<file path="config.mk">
export PLATFORM = sky130hd
export DESIGN_NAME = fetch_queue_flat
export DESIGN_NICKNAME = d
export VERILOG_FILES = /design/src/rtl/fetch_pkg.sv /design/src/rtl/fetch_queue_if.sv /design/src/rtl/fetch_predecode.sv /design/src/rtl/fetch_queue.sv /design/src/flat_wrapper.sv
export SDC_FILE = /design/constraint.sdc
export NUM_CORES = 1
export LEC_CHECK = 0
export BUFFER_PORTS_ARGS = -buffer_cell sky130_fd_sc_hd__clkbuf_2
export CAP_MARGIN = 20
export CORE_AREA = 10 10 261 263
export CTS_BUF_LIST = sky130_fd_sc_hd__clkbuf_8
export DETAILED_ROUTE_END_ITERATION = 16
export DIE_AREA = 0 0 271 273
export GPL_TIMING_DRIVEN = 0
export PLACE_DENSITY = 0.75
export SYNTH_ARGS = -nofsm -noshare
export SYNTH_HDL_FRONTEND = slang
export SYNTH_HIERARCHICAL = 1
export SYNTH_SLANG_ARGS = --single-unit
</file>
<file path="constraint.sdc">
create_clock -name clk_in -period 15.1 [get_ports clk_in]
set_input_delay 3.02 -clock clk_in [delete_from_list [all_inputs] [get_ports clk_in]]
set_output_delay 3.02 -clock clk_in [all_outputs]
set_load 0.03 [all_outputs]
</file>
<file path="src/rtl/fetch_pkg.sv">
// Shared definitions for the fetch front-end: opcode constants used by the
// pre-decoder, FSM state encodings, queue entry layout and immediate helpers.
package fetch_pkg;

  localparam int XLEN = 32;

  localparam logic [6:0] OPC_JAL       = 7'b1101111;
  localparam logic [1:0] RVC_QUAD_MASK = 2'b11;
  localparam logic [2:0] CJ_FUNCT3     = 3'b101;
  localparam logic [1:0] CJ_QUAD       = 2'b01;

  typedef enum logic [1:0] {
    IDLE = 2'd0,
    WAIT = 2'd1,
    DROP = 2'd2
  } fetch_state_e;

  typedef struct packed {
    logic [XLEN-1:0] inst;
    logic [XLEN-1:0] pc;
    logic            rvc;
    logic            pred_taken;
    logic [XLEN-1:0] pred_pc;
  } fetch_entry_t;

  // Sign-extended JAL offset: imm[20|10:1|11|19:12] sits in inst[31:12].
  function automatic logic [XLEN-1:0] jal_offset(input logic [XLEN-1:0] d);
    return {{12{d[31]}}, d[19:12], d[20], d[30:21], 1'b0};
  endfunction

  // Sign-extended C.J offset: imm[11|4|9:8|10|6|7|3:1|5] sits in inst[12:2].
  function automatic logic [XLEN-1:0] cj_offset(input logic [XLEN-1:0] d);
    return {{21{d[12]}}, d[12], d[8], d[10:9], d[6], d[7], d[2], d[11], d[5:3], 1'b0};
  endfunction

endpackage

</file>
<file path="src/rtl/fetch_queue_if.sv">
// Bundle of the fetch stage's external handshakes:
//   ROB flush      : _clear, _clear_pc
//   memory port    : _mem_busy, _mem_req, _mem_addr, _mem_valid, _mem_data
//   consumer port  : _deq_valid, _deq_ready, _deq_inst, _deq_pc, _deq_rvc,
//                    _deq_pred_taken, _deq_pred_pc, _count
// master = the fetch queue, slave = its environment.
interface fetch_queue_if #(parameter int DEPTH = 8);
  import fetch_pkg::*;

  localparam int CNT_W = $clog2(DEPTH) + 1;

  logic             _clear;
  logic [XLEN-1:0]  _clear_pc;
  logic             _mem_busy;
  logic             _mem_req;
  logic [XLEN-1:0]  _mem_addr;
  logic             _mem_valid;
  logic [XLEN-1:0]  _mem_data;
  logic             _deq_valid;
  logic             _deq_ready;
  logic [XLEN-1:0]  _deq_inst;
  logic [XLEN-1:0]  _deq_pc;
  logic             _deq_rvc;
  logic             _deq_pred_taken;
  logic [XLEN-1:0]  _deq_pred_pc;
  logic [CNT_W-1:0] _count;

  modport master (
    input  _clear, _clear_pc, _mem_busy, _mem_valid, _mem_data, _deq_ready,
    output _mem_req, _mem_addr, _deq_valid, _deq_inst, _deq_pc, _deq_rvc,
           _deq_pred_taken, _deq_pred_pc, _count
  );

  modport slave (
    output _clear, _clear_pc, _mem_busy, _mem_valid, _mem_data, _deq_ready,
    input  _mem_req, _mem_addr, _deq_valid, _deq_inst, _deq_pc, _deq_rvc,
           _deq_pred_taken, _deq_pred_pc, _count
  );

endinterface

</file>
<file path="src/rtl/fetch_predecode.sv">
// Combinational pre-decoder for one fetched word.
//   data       : raw word returned by memory
//   pc         : address the word was fetched from
//   rvc        : word holds a 16-bit compressed instruction
//   inst_norm  : instruction, compressed ones zero-extended from [15:0]
//   pred_taken : static prediction redirected the fetch (JAL / C.J)
//   next_pc    : address to fetch after this instruction
module fetch_predecode
  import fetch_pkg::*;
#(
  parameter bit RVC_EN      = 1'b1,
  parameter bit PREDICT_JAL = 1'b1
) (
  input  logic [XLEN-1:0] data,
  input  logic [XLEN-1:0] pc,
  output logic            rvc,
  output logic [XLEN-1:0] inst_norm,
  output logic            pred_taken,
  output logic [XLEN-1:0] next_pc
);

  logic            is_jal_s;
  logic            is_cj_s;
  logic [XLEN-1:0] step_s;

  // Classify the word and pick the sequential or predicted successor.
  always_comb begin
    rvc        = RVC_EN && (data[1:0] != RVC_QUAD_MASK);
    is_jal_s   = !rvc && (data[6:0] == OPC_JAL);
    is_cj_s    = rvc && (data[15:13] == CJ_FUNCT3) && (data[1:0] == CJ_QUAD);
    step_s     = rvc ? 32'd2 : 32'd4;
    inst_norm  = rvc ? {16'h0000, data[15:0]} : data;
    pred_taken = 1'b0;
    next_pc    = pc + step_s;
    if (PREDICT_JAL && is_jal_s) begin
      pred_taken = 1'b1;
      next_pc    = pc + jal_offset(data);
    end else if (PREDICT_JAL && is_cj_s) begin
      pred_taken = 1'b1;
      next_pc    = pc + cj_offset(data);
    end else begin
      pred_taken = 1'b0;
    end
  end

endmodule

</file>
<file path="src/rtl/fetch_queue.sv">
// Front-end fetch stage: issues one instruction read at a time, pre-decodes
// the response and buffers it in a DEPTH-entry circular queue drained by a
// valid/ready consumer. A ROB flush empties the queue, reloads the PC and
// discards any response still in flight.
//   clk_in : clock          rst_in : synchronous active-high reset
//   rdy_in : global enable; low freezes every register and masks _mem_req
//   fq     : flush, memory and dequeue handshakes (fetch_queue_if.master)
module fetch_queue
  import fetch_pkg::*;
#(
  parameter int          DEPTH       = 8,
  parameter logic [31:0] RESET_PC    = 32'h0,
  parameter bit          RVC_EN      = 1'b1,
  parameter bit          PREDICT_JAL = 1'b1
) (
  input logic        clk_in,
  input logic        rst_in,
  input logic        rdy_in,
  fetch_queue_if.master fq
);

  localparam int PTR_W = (DEPTH > 1) ? $clog2(DEPTH) : 1;
  localparam int CNT_W = $clog2(DEPTH) + 1;

  fetch_state_e     state_r;
  fetch_state_e     state_nxt_s;
  logic [XLEN-1:0]  pc_r;
  logic [PTR_W-1:0] head_r;
  logic [PTR_W-1:0] tail_r;
  logic [CNT_W-1:0] count_r;
  fetch_entry_t     store_r [DEPTH];

  logic             full_s;
  logic             issue_s;
  logic             enq_s;
  logic             deq_s;
  fetch_entry_t     entry_s;
  fetch_entry_t     head_s;

  logic             pd_rvc_s;
  logic [XLEN-1:0]  pd_inst_s;
  logic             pd_taken_s;
  logic [XLEN-1:0]  pd_next_pc_s;

  fetch_predecode #(
    .RVC_EN      (RVC_EN),
    .PREDICT_JAL (PREDICT_JAL)
  ) u_predecode (
    .data       (fq._mem_data),
    .pc         (pc_r),
    .rvc        (pd_rvc_s),
    .inst_norm  (pd_inst_s),
    .pred_taken (pd_taken_s),
    .next_pc    (pd_next_pc_s)
  );

  assign full_s = (count_r == CNT_W'(DEPTH));

  // Next-state and handshake decode; _clear overrides issue and enqueue.
  always_comb begin
    state_nxt_s = state_r;
    issue_s     = 1'b0;
    enq_s       = 1'b0;
    case (state_r)
      IDLE: begin
        if (!fq._clear && !full_s && !fq._mem_busy) begin
          issue_s     = 1'b1;
          state_nxt_s = WAIT;
        end else begin
          state_nxt_s = IDLE;
        end
      end
      WAIT: begin
        if (fq._mem_valid) begin
          enq_s       = !fq._clear;
          state_nxt_s = IDLE;
        end else if (fq._clear) begin
          state_nxt_s = DROP;
        end else begin
          state_nxt_s = WAIT;
        end
      end
      DROP: begin
        if (fq._mem_valid) begin
          state_nxt_s = IDLE;
        end else begin
          state_nxt_s = DROP;
        end
      end
      default: state_nxt_s = IDLE;
    endcase
    deq_s = (count_r != '0) && fq._deq_ready && !fq._clear;
  end

  // Entry assembled from the response; pc_r is still the fetch address here.
  always_comb begin
    entry_s.inst       = pd_inst_s;
    entry_s.pc         = pc_r;
    entry_s.rvc        = pd_rvc_s;
    entry_s.pred_taken = pd_taken_s;
    entry_s.pred_pc    = pd_next_pc_s;
    // Empty queue presents zeros instead of stale storage.
    if (count_r != '0) begin
      head_s = store_r[head_r];
    end else begin
      head_s = '0;
    end
  end

  // Control registers: FSM, PC, queue pointers and occupancy.
  always_ff @(posedge clk_in) begin
    if (rst_in) begin
      state_r <= IDLE;
      pc_r    <= RESET_PC;
      head_r  <= '0;
      tail_r  <= '0;
      count_r <= '0;
    end else if (rdy_in) begin
      state_r <= state_nxt_s;
      if (fq._clear) begin
        pc_r    <= fq._clear_pc;
        head_r  <= '0;
        tail_r  <= '0;
        count_r <= '0;
      end else begin
        if (enq_s) begin
          pc_r   <= pd_next_pc_s;
          tail_r <= tail_r + PTR_W'(1);
        end
        if (deq_s) begin
          head_r <= head_r + PTR_W'(1);
        end
        case ({enq_s, deq_s})
          2'b10:   count_r <= count_r + CNT_W'(1);
          2'b01:   count_r <= count_r - CNT_W'(1);
          default: count_r <= count_r;
        endcase
      end
    end
  end

  // Queue storage; not reset because the head is masked while empty.
  always_ff @(posedge clk_in) begin
    if (!rst_in && rdy_in && enq_s) begin
      store_r[tail_r] <= entry_s;
    end
  end

  assign fq._mem_req        = issue_s && rdy_in && !rst_in;
  assign fq._mem_addr       = pc_r;
  assign fq._deq_valid      = (count_r != '0);
  assign fq._deq_inst       = head_s.inst;
  assign fq._deq_pc         = head_s.pc;
  assign fq._deq_rvc        = head_s.rvc;
  assign fq._deq_pred_taken = head_s.pred_taken;
  assign fq._deq_pred_pc    = head_s.pred_pc;
  assign fq._count          = count_r;

endmodule

</file>
<file path="src/flat_wrapper.sv">
// flat-port wrapper written by rule: the top's interface ports become plain ports
module fetch_queue_flat import fetch_pkg::*;
#(
  parameter int          DEPTH       = 8,
  parameter logic [31:0] RESET_PC    = 32'h0,
  parameter bit          RVC_EN      = 1'b1,
  parameter bit          PREDICT_JAL = 1'b1
)
  (clk_in, rst_in, rdy_in, fq__clear, fq__clear_pc, fq__mem_busy, fq__mem_valid, fq__mem_data, fq__deq_ready, fq__mem_req, fq__mem_addr, fq__deq_valid, fq__deq_inst, fq__deq_pc, fq__deq_rvc, fq__deq_pred_taken, fq__deq_pred_pc, fq__count);
  fetch_queue_if #(.DEPTH(DEPTH)) fq_i ();
  input logic clk_in;
  input logic rst_in;
  input logic rdy_in;
  input wire logic [$bits(fq_i._clear)-1:0] fq__clear;
  input wire logic [$bits(fq_i._clear_pc)-1:0] fq__clear_pc;
  input wire logic [$bits(fq_i._mem_busy)-1:0] fq__mem_busy;
  input wire logic [$bits(fq_i._mem_valid)-1:0] fq__mem_valid;
  input wire logic [$bits(fq_i._mem_data)-1:0] fq__mem_data;
  input wire logic [$bits(fq_i._deq_ready)-1:0] fq__deq_ready;
  output wire logic [$bits(fq_i._mem_req)-1:0] fq__mem_req;
  output wire logic [$bits(fq_i._mem_addr)-1:0] fq__mem_addr;
  output wire logic [$bits(fq_i._deq_valid)-1:0] fq__deq_valid;
  output wire logic [$bits(fq_i._deq_inst)-1:0] fq__deq_inst;
  output wire logic [$bits(fq_i._deq_pc)-1:0] fq__deq_pc;
  output wire logic [$bits(fq_i._deq_rvc)-1:0] fq__deq_rvc;
  output wire logic [$bits(fq_i._deq_pred_taken)-1:0] fq__deq_pred_taken;
  output wire logic [$bits(fq_i._deq_pred_pc)-1:0] fq__deq_pred_pc;
  output wire logic [$bits(fq_i._count)-1:0] fq__count;
  assign fq_i._clear = fq__clear;
  assign fq_i._clear_pc = fq__clear_pc;
  assign fq_i._mem_busy = fq__mem_busy;
  assign fq_i._mem_valid = fq__mem_valid;
  assign fq_i._mem_data = fq__mem_data;
  assign fq_i._deq_ready = fq__deq_ready;
  assign fq__mem_req = fq_i._mem_req;
  assign fq__mem_addr = fq_i._mem_addr;
  assign fq__deq_valid = fq_i._deq_valid;
  assign fq__deq_inst = fq_i._deq_inst;
  assign fq__deq_pc = fq_i._deq_pc;
  assign fq__deq_rvc = fq_i._deq_rvc;
  assign fq__deq_pred_taken = fq_i._deq_pred_taken;
  assign fq__deq_pred_pc = fq_i._deq_pred_pc;
  assign fq__count = fq_i._count;
  fetch_queue #(.DEPTH(DEPTH), .RESET_PC(RESET_PC), .RVC_EN(RVC_EN), .PREDICT_JAL(PREDICT_JAL)) u_core (.clk_in(clk_in), .rst_in(rst_in), .rdy_in(rdy_in), .fq(fq_i));
endmodule
</file>
=== Word-level counts from Yosys, hierarchy flattened ===
Memories as Yosys holds them, arrays and structs flattened. A register that Yosys moved wholly into a read port is not among the register bits.
Index checks and enable logic that the tools add are counted.

* Memories kept: 1
* Logic and storage cells: 74
* Output and inout port bits: 136
* Register bits after elaboration: 44
* Bits in writable memories: 784
* Bits of input ports: 71

* Add/sub/neg operators: 7
* Reductions and logical operators: 24
* Equal/unequal tests: 9
* Multiplexer cells: 28

{| class="wikitable"
|+ Memory list
! name !! words !! bits a word !! rd ports !! clocked after memory_dff !! wr ports !! line !! text
|-
| u_core.store_r || 8 || 98 || 1 || 1 || 1 || fetch_queue.sv:31 || <nowiki>fetch_entry_t store_r [DEPTH];</nowiki>
|}

{| class="wikitable"
|+ Operators with widths
! operator !! count
|-
| two-way mux 32 bit || 5
|-
| two-way mux 98 bit || 1
|-
| adder 32 bit || 2
|-
| adder 32 x 3 -> 32 bit || 1
|-
| two-way mux 3 bit || 7
|-
| logical AND 1 bit || 11
|-
| two-way mux 1 bit || 9
|-
| case mux 4 bit (2 select lines) || 1
|-
| equality test 7 bit, second input constant || 1
|-
| adder 3 x 1 -> 3 bit, second input constant || 2
|-
| equality test 2 x 1 -> 1 bit, second input constant || 3
|-
| two-way mux 2 bit || 3
|-
| case mux 2 bit (3 select lines) || 1
|-
| AND reduction 2 bit || 3
|-
| zero test 1 bit || 5
|-
| adder 4 x 1 -> 4 bit, second input constant || 1
|-
| equality test 2 bit, second input constant || 2
|-
| equality test 4 bit, second input constant || 1
|-
| two-way mux 4 bit || 1
|-
| nonzero test 2 bit || 2
|-
| nonzero test 4 bit || 1
|-
| subtractor 4 x 1 -> 4 bit, second input constant || 1
|-
| equality test 3 bit, second input constant || 1
|-
| nonzero test 3 bit || 1
|-
| other kinds (2) || 2
|}

=== Longest topological paths before layout ===
Gate-level depths: netlist of the first run.

* Depth after elaboration: 8
* Depth in mapped cells: 17
* Depth with buffers taken out: 16

=== Modules after synthesis ===
The synthesis of the first run kept the hierarchy.

{| class="wikitable"
|+ By module, submodules not included
! module !! seq. area each (um^2) !! area an instance (um^2) !! instances !! cells each
|-
| fetch_queue || 24483.5 || 31925.6 || 1 || 1495
|-
| fetch_predecode || 0.0 || 2263.4 || 1 || 337
|}

=== Least setup slack after synthesis of the first run ===
No wires, ideal clock.

* Path type: input to register
* Start: in fq__clear
* End: mem u_core/store_r[1][0] (netlist bit), enable pin
* Buffers on the path: 1
* Arrival time: 10.403 ns
* Data required time: 14.425 ns
* Setup slack: 4.022 ns
* Cell stages on the path: 5
* Library setup time: 0.675 ns
* Path through: buf_2 > nand2b_1 > nor2_1 > nand3_1 > nor3_1

* Cells in the longest elaborated chain, start to end: 6

{| class="wikitable"
|+ Ends and longest elaborated chain
! item !! line !! text
|-
| from (decl) || flat_wrapper.sv:14 || <nowiki>input wire logic [$bits(fq_i._clear)-1:0] fq__clear;</nowiki>
|-
| zero test 1 bit || fetch_queue.sv:75 || <nowiki>enq_s = !fq._clear;</nowiki>
|-
| two-way mux 1 bit || fetch_queue.sv:74 || <nowiki>if (fq._mem_valid) begin</nowiki>
|-
| two-way mux 1 bit || fetch_queue.sv:64 || <nowiki>case (state_r)</nowiki>
|-
| logical AND 1 bit || fetch_queue.sv:144 || <nowiki>if (!rst_in && rdy_in && enq_s) begin</nowiki>
|-
| two-way mux 1 bit || fetch_queue.sv:144 ||
|-
| two-way mux 1 bit (implied by the code) || fetch_queue.sv:145 || <nowiki>store_r[tail_r] <= entry_s;</nowiki>
|-
| to (decl) || fetch_queue.sv:31 ||
|}

Every way passes these cells.

=== Final worst setup path of the first run ===
* Start: in fq__mem_data[1]
* End: reg u_core.pc_r[21] (netlist: u_core/fq._mem_addr[21])

* Cells in the longest elaborated chain, start to end: 7
* Elaborated cells between the ends (all ways): 13
* Those cells by class: add/sub (1); eq/ne (3); mux (5); reduce/logical (4)

{| class="wikitable"
|+ Ends and longest elaborated chain
! item !! line !! text
|-
| from (decl) || flat_wrapper.sv:18 || <nowiki>input wire logic [$bits(fq_i._mem_data)-1:0] fq__mem_data;</nowiki>
|-
| != test 2 bit (*) || fetch_predecode.sv:28 || <nowiki>rvc = RVC_EN && (data[1:0] != RVC_QUAD_MASK);</nowiki>
|-
| net u_core.pd_rvc_s || fetch_queue.sv:40 || <nowiki>logic pd_rvc_s;</nowiki>
|-
| two-way mux 3 bit or logical AND 1 bit (tied branches) || fetch_predecode.sv:31, fetch_predecode.sv:30 ||
|-
| adder 32 x 3 -> 32 bit or logical AND 1 bit (tied branches) || fetch_predecode.sv:34, fetch_predecode.sv:30 ||
|-
| two-way mux 32 bit || fetch_predecode.sv:38 || <nowiki>end else if (PREDICT_JAL && is_cj_s) begin</nowiki>
|-
| two-way mux 32 bit (*) || fetch_predecode.sv:35 || <nowiki>if (PREDICT_JAL && is_jal_s) begin</nowiki>
|-
| net u_core.pd_next_pc_s[21] || fetch_queue.sv:43 || <nowiki>logic [XLEN-1:0] pd_next_pc_s;</nowiki>
|-
| two-way mux 32 bit (*) || fetch_queue.sv:126 || <nowiki>if (enq_s) begin</nowiki>
|-
| two-way mux 32 bit (*) || fetch_queue.sv:120 || <nowiki>if (fq._clear) begin</nowiki>
|-
| to (signal assigned) || fetch_queue.sv:121 || <nowiki>pc_r <= fq._clear_pc;</nowiki>
|-
| to (signal assigned) || fetch_queue.sv:127 || <nowiki>pc_r <= pd_next_pc_s;</nowiki>
|-
| to (decl) || fetch_queue.sv:27 || <nowiki>logic [XLEN-1:0] pc_r;</nowiki>
|}

The timed path passes the listed nets; every way through them passes the cells marked *. The select of a mux whose other input is x is not followed.
A chain may end at the register's enable or synchronous reset.

==> results of run 1 <==
path summary, 6_finish.rpt:
| check | from | to | cells after the start | slack (ns) |
|---|---|---|---|---|
| setup / recovery | fq__mem_data[1] | u_core/fq._mem_addr[21] | 18 | 7.49 |
| hold / removal | u_core/head_r[2] | flop | 2 | 0.51 |
| setup reg to reg | u_core/fq._mem_addr[1] | u_core/fq._mem_addr[21] | 12 | 11.20 |
| hold reg to reg | u_core/head_r[2] | flop | 2 | 0.51 |
synthesized netlist by cell type (3+ instances only):
| cell | count |
|---|---|
| edfxtp_1 | 784 |
| mux4_2 | 196 |
| nor2_1 | 173 |
| mux2i_1 | 133 |
| clkbuf_1 | 50 |
| dfxtp_1 | 47 |
| a21oi_1 | 42 |
| a211oi_1 | 36 |
| ha_1 | 34 |
| buf_2 | 33 |
| nand2_1 | 27 |
| buf_4 | 21 |
| xnor2_1 | 20 |
| and3_1 | 19 |
| nand3_1 | 19 |
| a21o_1 | 18 |
| o21ai_0 | 16 |
| inv_1 | 15 |
| nor3_1 | 14 |
| buf_1 | 11 |
| nand2b_1 | 9 |
| nor2b_1 | 8 |
| nand4_1 | 7 |
| xor2_1 | 7 |
| a22o_1 | 6 |
| buf_6 | 6 |
| o21a_1 | 5 |
| o21ai_1 | 5 |
| o31ai_1 | 5 |
| and2_1 | 4 |
| o211ai_1 | 4 |
| o21bai_1 | 4 |
| a211o_1 | 3 |
| a21boi_0 | 3 |
| a22oi_1 | 3 |
| a31oi_1 | 3 |
| or4_1 | 3 |
registers in the layout, summed over array words and instances, names as in the netlist, named ones only:
register and cells:
u_core/fq._mem_addr 32, u_core/head_r 3, u_core/store_r 784, u_core/state_r 2, u_core/tail_r 3, u_core/fq._count 4
worst max-delay path, cell delays in order:
cell	delay, ns
clkbuf_2	0.25
nand2_1	0.34
nor4_1	0.41
clkbuf_1	0.42
buf_1	0.39
a22o_1	0.26
ha_1	0.22
inv_1	0.07
fa_1	0.39
nand2b_1	0.18
a21oi_1	0.23
o211ai_1	0.21
o21bai_1	0.34
a21o_1	0.23
a21oi_1	0.11
xnor2_1	0.79
mux2i_1	0.16
a211oi_1	0.29
final cells by class:
cell class / count / area, um2
Fill cell: 4301 / 23200
Inverter: 16 / 60.1
Multi-Input combinational cell: 864 / 9080
Sequential cell: 831 / 24500
Tap cell: 846 / 1060
Clock buffer: 137 / 1890
Timing Repair Buffer: 251 / 1770
Clock inverter: 102 / 582
Buffer: 121 / 619
layer usage:
metal  vias up  GRT usage, %  share of wire, %
li1       8205             -                 -
met1      9810          29.8                39
met2       976          35.9                49
met3       122          6.45               9.5
met4         2          6.63               1.9
met5         -             0             0.016
kinds of logic (layout without fill, tap and decap cells):
family,Yosys count,count (layout),synth area share (%)
xor+xnor,28,28,0.739
compound gates,174,174,3.54
simple gates,298,298,4.01
fa+ha+maj,35,35,1.30
mux,329,329,16.8
flops,831,831,71.6
buf+inv,137,627,1.99
power groups by stage:
stage	combinational, W	clock [W]	sequential (W)
after floorplan	0.0000759	0	0.00261
after global placement	0.000138	0	0.00260
after detailed placement	0.000145	0	0.00261
after CTS	0.000145	0.00182	0.00256
after global routing	0.000158	0.00193	0.00256
final	0.000147	0.00178	0.00256
through the flow:
stage	instance area, um2	total power (W)
4_1_cts	39500	0.00452
6_report	39500	0.00449
5_1_grt	39500	0.00465
2_1_floorplan	34200	0.00268
3_3_place_gp	36300	0.00274
3_5_place_dp	37100	0.00275
==> impl_metrics.yaml, run 1 <==
run_status:
  status: "completed"
yosys:
  avgSynthCellArea_um2: 18.7
  synth-seq-cells: 831
  syn_inst: 1832
  synth.top_cell.area_share_pct: 68.9
  synth_fp_nets: 1938
  synthFlopType: "edfxtp_1"
  ys_async_sr_fraction_pct: 0
  netlist_top_cells_area: "edfxtp_1, mux4_2, mux2i_1, dfxtp_1, nor2_1"
  ys_warn_count: 6
  synth_edf_count: 784
  synth.distinct_cells: 69
  yosysSeqAreaShare_pct: 71.6
  synth_top_cell_by_area: "edfxtp_1"
  synth_area_um2: 34200
flow_run:
  drv_cap: 0
final_layout:
  final_cell_count_no_fill: 3168
  final_util_pct: 63.0
  final_cell_mix: "edfxtp_1, clkbuf_2, mux4_2, nor2_1, clkbuf_8"
  diodes: 0
  final_common_cell: "edfxtp_1"
  nets: 2324
  drive_gt1_share_pct: 30.0
  syn_to_final_growth_pct: 15.7
drt:
  vias: 19115
  wl_per_cell_um: 26.2
  drc: 0
  ant_nets: 0
  viasPerCell: 6.03
  dr.pass1.iters: 6
  first_iter_violations: 2314
  wl_um: 83000
global_route:
  grt_pass1_wl_um: 123000
  grt_pass1_vias: 19505
  grt_start_max_net_pins: 28
  grt_overflow: 0
  antenna_found_initial: 2
  grt_util_all_layers_pct: 22.5
clock_tree:
  cts.clk_slew.worst_paths_ns: 0.06
  clkLatencyLatePin_ns: 0.82
  post_cts_resized: 0
  cts_max_level: 4
  hold_buffers: 0
  cts_buffer_depth: 3
  cts_buffers: 133
  post_cts_buffers: 0
  clock-sinks: 831
  cts_root_buffer: "clkbuf_8"
  cts_tree: "built"
floorplan:
  die_area_um2: 74000
  rows: 92
  io_pins: 207
  fp.coreArea_um2: 62700
  die_h_um: 273
  die_w_um: 271
  start_util_pct: 54.5
place:
  portBuffers: 203
  place_inst: 2929
  dp_slack_ns: 6.91
  gp_congestion: 0.904
  place_hpwl_um: 56000
sta:
  tightest_slew_ns: 1.13
  max_freq_mhz: 131
  fin_skew_ns: 0.0439
  setup_ws_ns: 7.49
  slew_viol_final: 0
  slew_headroom_pct: 24.5
  fin_crit_sh_pct: 50.4
  setup_viol: 0
  rsz0062_at_grt: "no"
  tns_ns: 0
  finalCriticalPeriod_ns: 7.61
  final-hold-violation-count: 0
  holdWs_ns: 0.509
power:
  peakVddDrop_uv: 81.0
  switching_power_w: 0.00102
  p_clk_share_pct: 39.7
  p_comb_share_pct: 3.3
  swShare_pct: 22.6
  intPower_w: 0.00347
  power_frac_seq_pct: 57.0
  power.density_nw_per_um2: 114
  power_leakage_nw: 13.6
critical_path:
  startpoint_type: "input port"
  worstSetupPathType: "input port to flop"
  cp-end-kind: "flop"
  path_max_fanout: 13
  crit_arrival_ns: 8.32
  cp.required_ns: 15.81
worst_hold_path:
  hp-class: "flop to flop"
Power figures use the tool's default switching activity.
==> run 2: changes to the inputs <==
--- a/config.mk
+++ b/config.mk
@@ -12,7 +12,7 @@
 export DETAILED_ROUTE_END_ITERATION = 16
 export DIE_AREA = 0 0 271 273
 export GPL_TIMING_DRIVEN = 0
-export PLACE_DENSITY = 0.75
+export PLACE_DENSITY = 0.77
 export SYNTH_ARGS = -nofsm -noshare
 export SYNTH_HDL_FRONTEND = slang
 export SYNTH_HIERARCHICAL = 1
==> constraint.sdc (replaced) <==
create_clock -name clk_in -period 6.5 [get_ports clk_in]
set_input_delay 1.3 -clock clk_in [delete_from_list [all_inputs] [get_ports clk_in]]
set_output_delay 1.3 -clock clk_in [all_outputs]
set_load 0.03 [all_outputs]
==> run 2 against run 1 <==
Effect of this change: clock power rose by 140%; sequential power rose by 130%; register-to-register slack worse by 8.7 ns; core utilization rose by 0.42 points; global-route usage grew 0.14 points; critical path type unchanged; highest routed layer unchanged.
==> impl_metrics.yaml, run 2 (synthesized netlist as in run 1, its figures left out) <==
run_status:
  status: "completed"
power:
  switching_power_w: 0.00230
  p_comb_share_pct: 3.2
  peakVddDrop_uv: 203
  swShare_pct: 21.7
  p_clk_share_pct: 40.7
  power_frac_seq_pct: 56.0
  intPower_w: 0.00830
  power_leakage_nw: 13.6
  power.density_nw_per_um2: 266
clock_tree:
  cts_buffers: 134
  clock-sinks: 831
  post_cts_buffers: 0
  cts_buffer_depth: 3
  clkLatencyLatePin_ns: 0.80
  hold_buffers: 0
  cts.clk_slew.worst_paths_ns: 0.06
  post_cts_resized: 0
  cts_root_buffer: "clkbuf_8"
  cts_max_level: 4
  cts_tree: "built"
global_route:
  antenna_found_initial: 2
  grt_util_all_layers_pct: 22.6
  grt_pass1_vias: 19506
  grt_pass1_wl_um: 124000
  grt_overflow: 0
  grt_start_max_net_pins: 28
critical_path:
  startpoint: "fq__mem_data[0]"
  worstReg2RegStart: "u_core/fq._mem_addr[1]"
  worstSetupPathType: "input port to flop"
  startpoint_type: "input port"
  crit_arrival_ns: 6.65
  cpMostUsedCell: "a21oi_1"
  path_depth: 18
  r2r_slack_ns: 2.54
  path_max_fanout: 13
  cp-end-kind: "flop"
  cp.required_ns: 7.21
  critical-path-max-stage-delay_ns: 0.71
  path_delay_family: "compound AO/OA/AOI/OAI gates"
  worst-path-buf-inv: 4
  cp_slowest_cell: "xor2_1"
  worst_r2r_endpoint: "u_core/fq._mem_addr[19]"
  reg2reg_depth: 12
  crit_chain: "clkbuf_2 -> nand2_1 -> nor4_1 -> clkbuf_1 -> buf_1 -> a22o_1 -> ha_1 -> inv_1 -> fa_1 -> nand2b_1 -> a21oi_1 -> o211ai_1 -> o31ai_1 -> a21oi_1 -> o21bai_1 -> xor2_1 -> mux2i_1 -> a211oi_1"
  endpoint: "u_core/fq._mem_addr[19]"
final_layout:
  final_common_cell: "edfxtp_1"
  final_design_area_no_fill_um2: 39800
  nets: 2317
  final_util_pct: 63.5
  syn_to_final_growth_pct: 16.4
  diodes: 0
  multi_input_area_um2: 9090
  regMostFlops: "u_core/store_r"
  final_cell_mix: "edfxtp_1, clkbuf_2, mux4_2, nor2_1, clkbuf_8"
  fill_cells: 4207
  drive_gt1_share_pct: 30.3
  largest_reg_flops: 784
  seq_area_um2: 24500
floorplan:
  io_pins: 207
  die_h_um: 273
  die_area_um2: 74000
  die_w_um: 271
  rows: 92
  start_util_pct: 54.5
  fp.coreArea_um2: 62700
drt:
  first_iter_violations: 2196
  vias: 19228
  wl_per_cell_um: 26.5
  wl_um: 83800
  ant_nets: 0
  viasPerCell: 6.08
  drc: 0
  dr.pass1.iters: 6
sta:
  final-hold-violation-count: 0
  fin_crit_sh_pct: 91.5
  finalCriticalPeriod_ns: 5.95
  max_freq_mhz: 168
  fin_skew_ns: 0.0364
  rsz0062_at_grt: "no"
  slew_viol_final: 0
  tightest_slew_ns: 1.14
  tns_ns: 0
  slew_headroom_pct: 24.0
  setup_viol: 0
place:
  place_hpwl_um: 57200
  gp_congestion: 0.916
  portBuffers: 203
  placedInstanceArea_um2: 37200
worst_hold_path:
  hp-class: "flop to flop"
flow_run:
  drv_cap: 0
## run 2: worst register-to-register path, stage by stage (launching register included)
cell and delay, ns:
dfxtp_1 0.55, ha_1 0.27, inv_1 0.07, fa_1 0.40
nand2b_1 0.19, a21oi_1 0.26, o211ai_1 0.22, o31ai_1 0.36
a21oi_1 0.19, o21bai_1 0.21, xor2_1 0.71, mux2i_1 0.17
a211oi_1 0.26
## run 2: cell type report
class / instances / share of cell area [%]
tap: 846 / 2.66
timing repair buffer: 243 / 4.79
inverter: 16 / 0.151
clock buffer: 149 / 5.15
clock inverter: 90 / 1.34
multi-input combinational: 864 / 22.8
buffer: 121 / 1.56
sequential: 831 / 61.5
## run 2: per-stage QoR
| stage | hold slack, ns | power (W) | instances | setup WS, ns |
|---|---|---|---|---|
| 2_1_floorplan | 0.469 | 0.00624 | 1832 | -0.231 |
| 3_3_place_gp | 0.491 | 0.00637 | 2881 | -4.50 |
| 3_5_place_dp | 0.526 | 0.00639 | 2921 | -0.0528 |
| 4_1_cts | 0.532 | 0.0107 | 3160 | 0.762 |
| 5_1_grt | 0.564 | 0.0110 | 3160 | 0.236 |
| 6_report | 0.544 | 0.0106 | 3160 | 0.554 |
## run 2: worst min path at each step
stage          cells past startpoint        startpoint                to
3_5_place_dp                       2  u_core/head_r[2]  u_core/head_r[2]
4_1_cts                            2  u_core/head_r[2]              flop
6_report                           2  u_core/head_r[2]              flop
3_3_place_gp                       2  u_core/head_r[2]              flop
2_1_floorplan                      2  u_core/head_r[2]              flop
5_1_grt                            2  u_core/head_r[2]              flop
## run 2: per-layer routing
layer / share of wire [%] / vias up / global-route usage (%)
met5: 0.013 / - / 0
met1: 38 / 9900 / 29.4
met4: 2.3 / 2 / 7.31
li1: - / 8176 / -
met3: 10 / 126 / 6.31
met2: 50 / 1024 / 36.6
## run 2: power groups by stage
stage	Combinational (W)	Clock (W)	Sequential, W
global route	0.000366	0.00464	0.00594
CTS	0.000340	0.00439	0.00594
floorplan	0.000176	0	0.00606
global placement	0.000320	0	0.00605
finish	0.000344	0.00432	0.00594
detailed placement	0.000337	0	0.00605
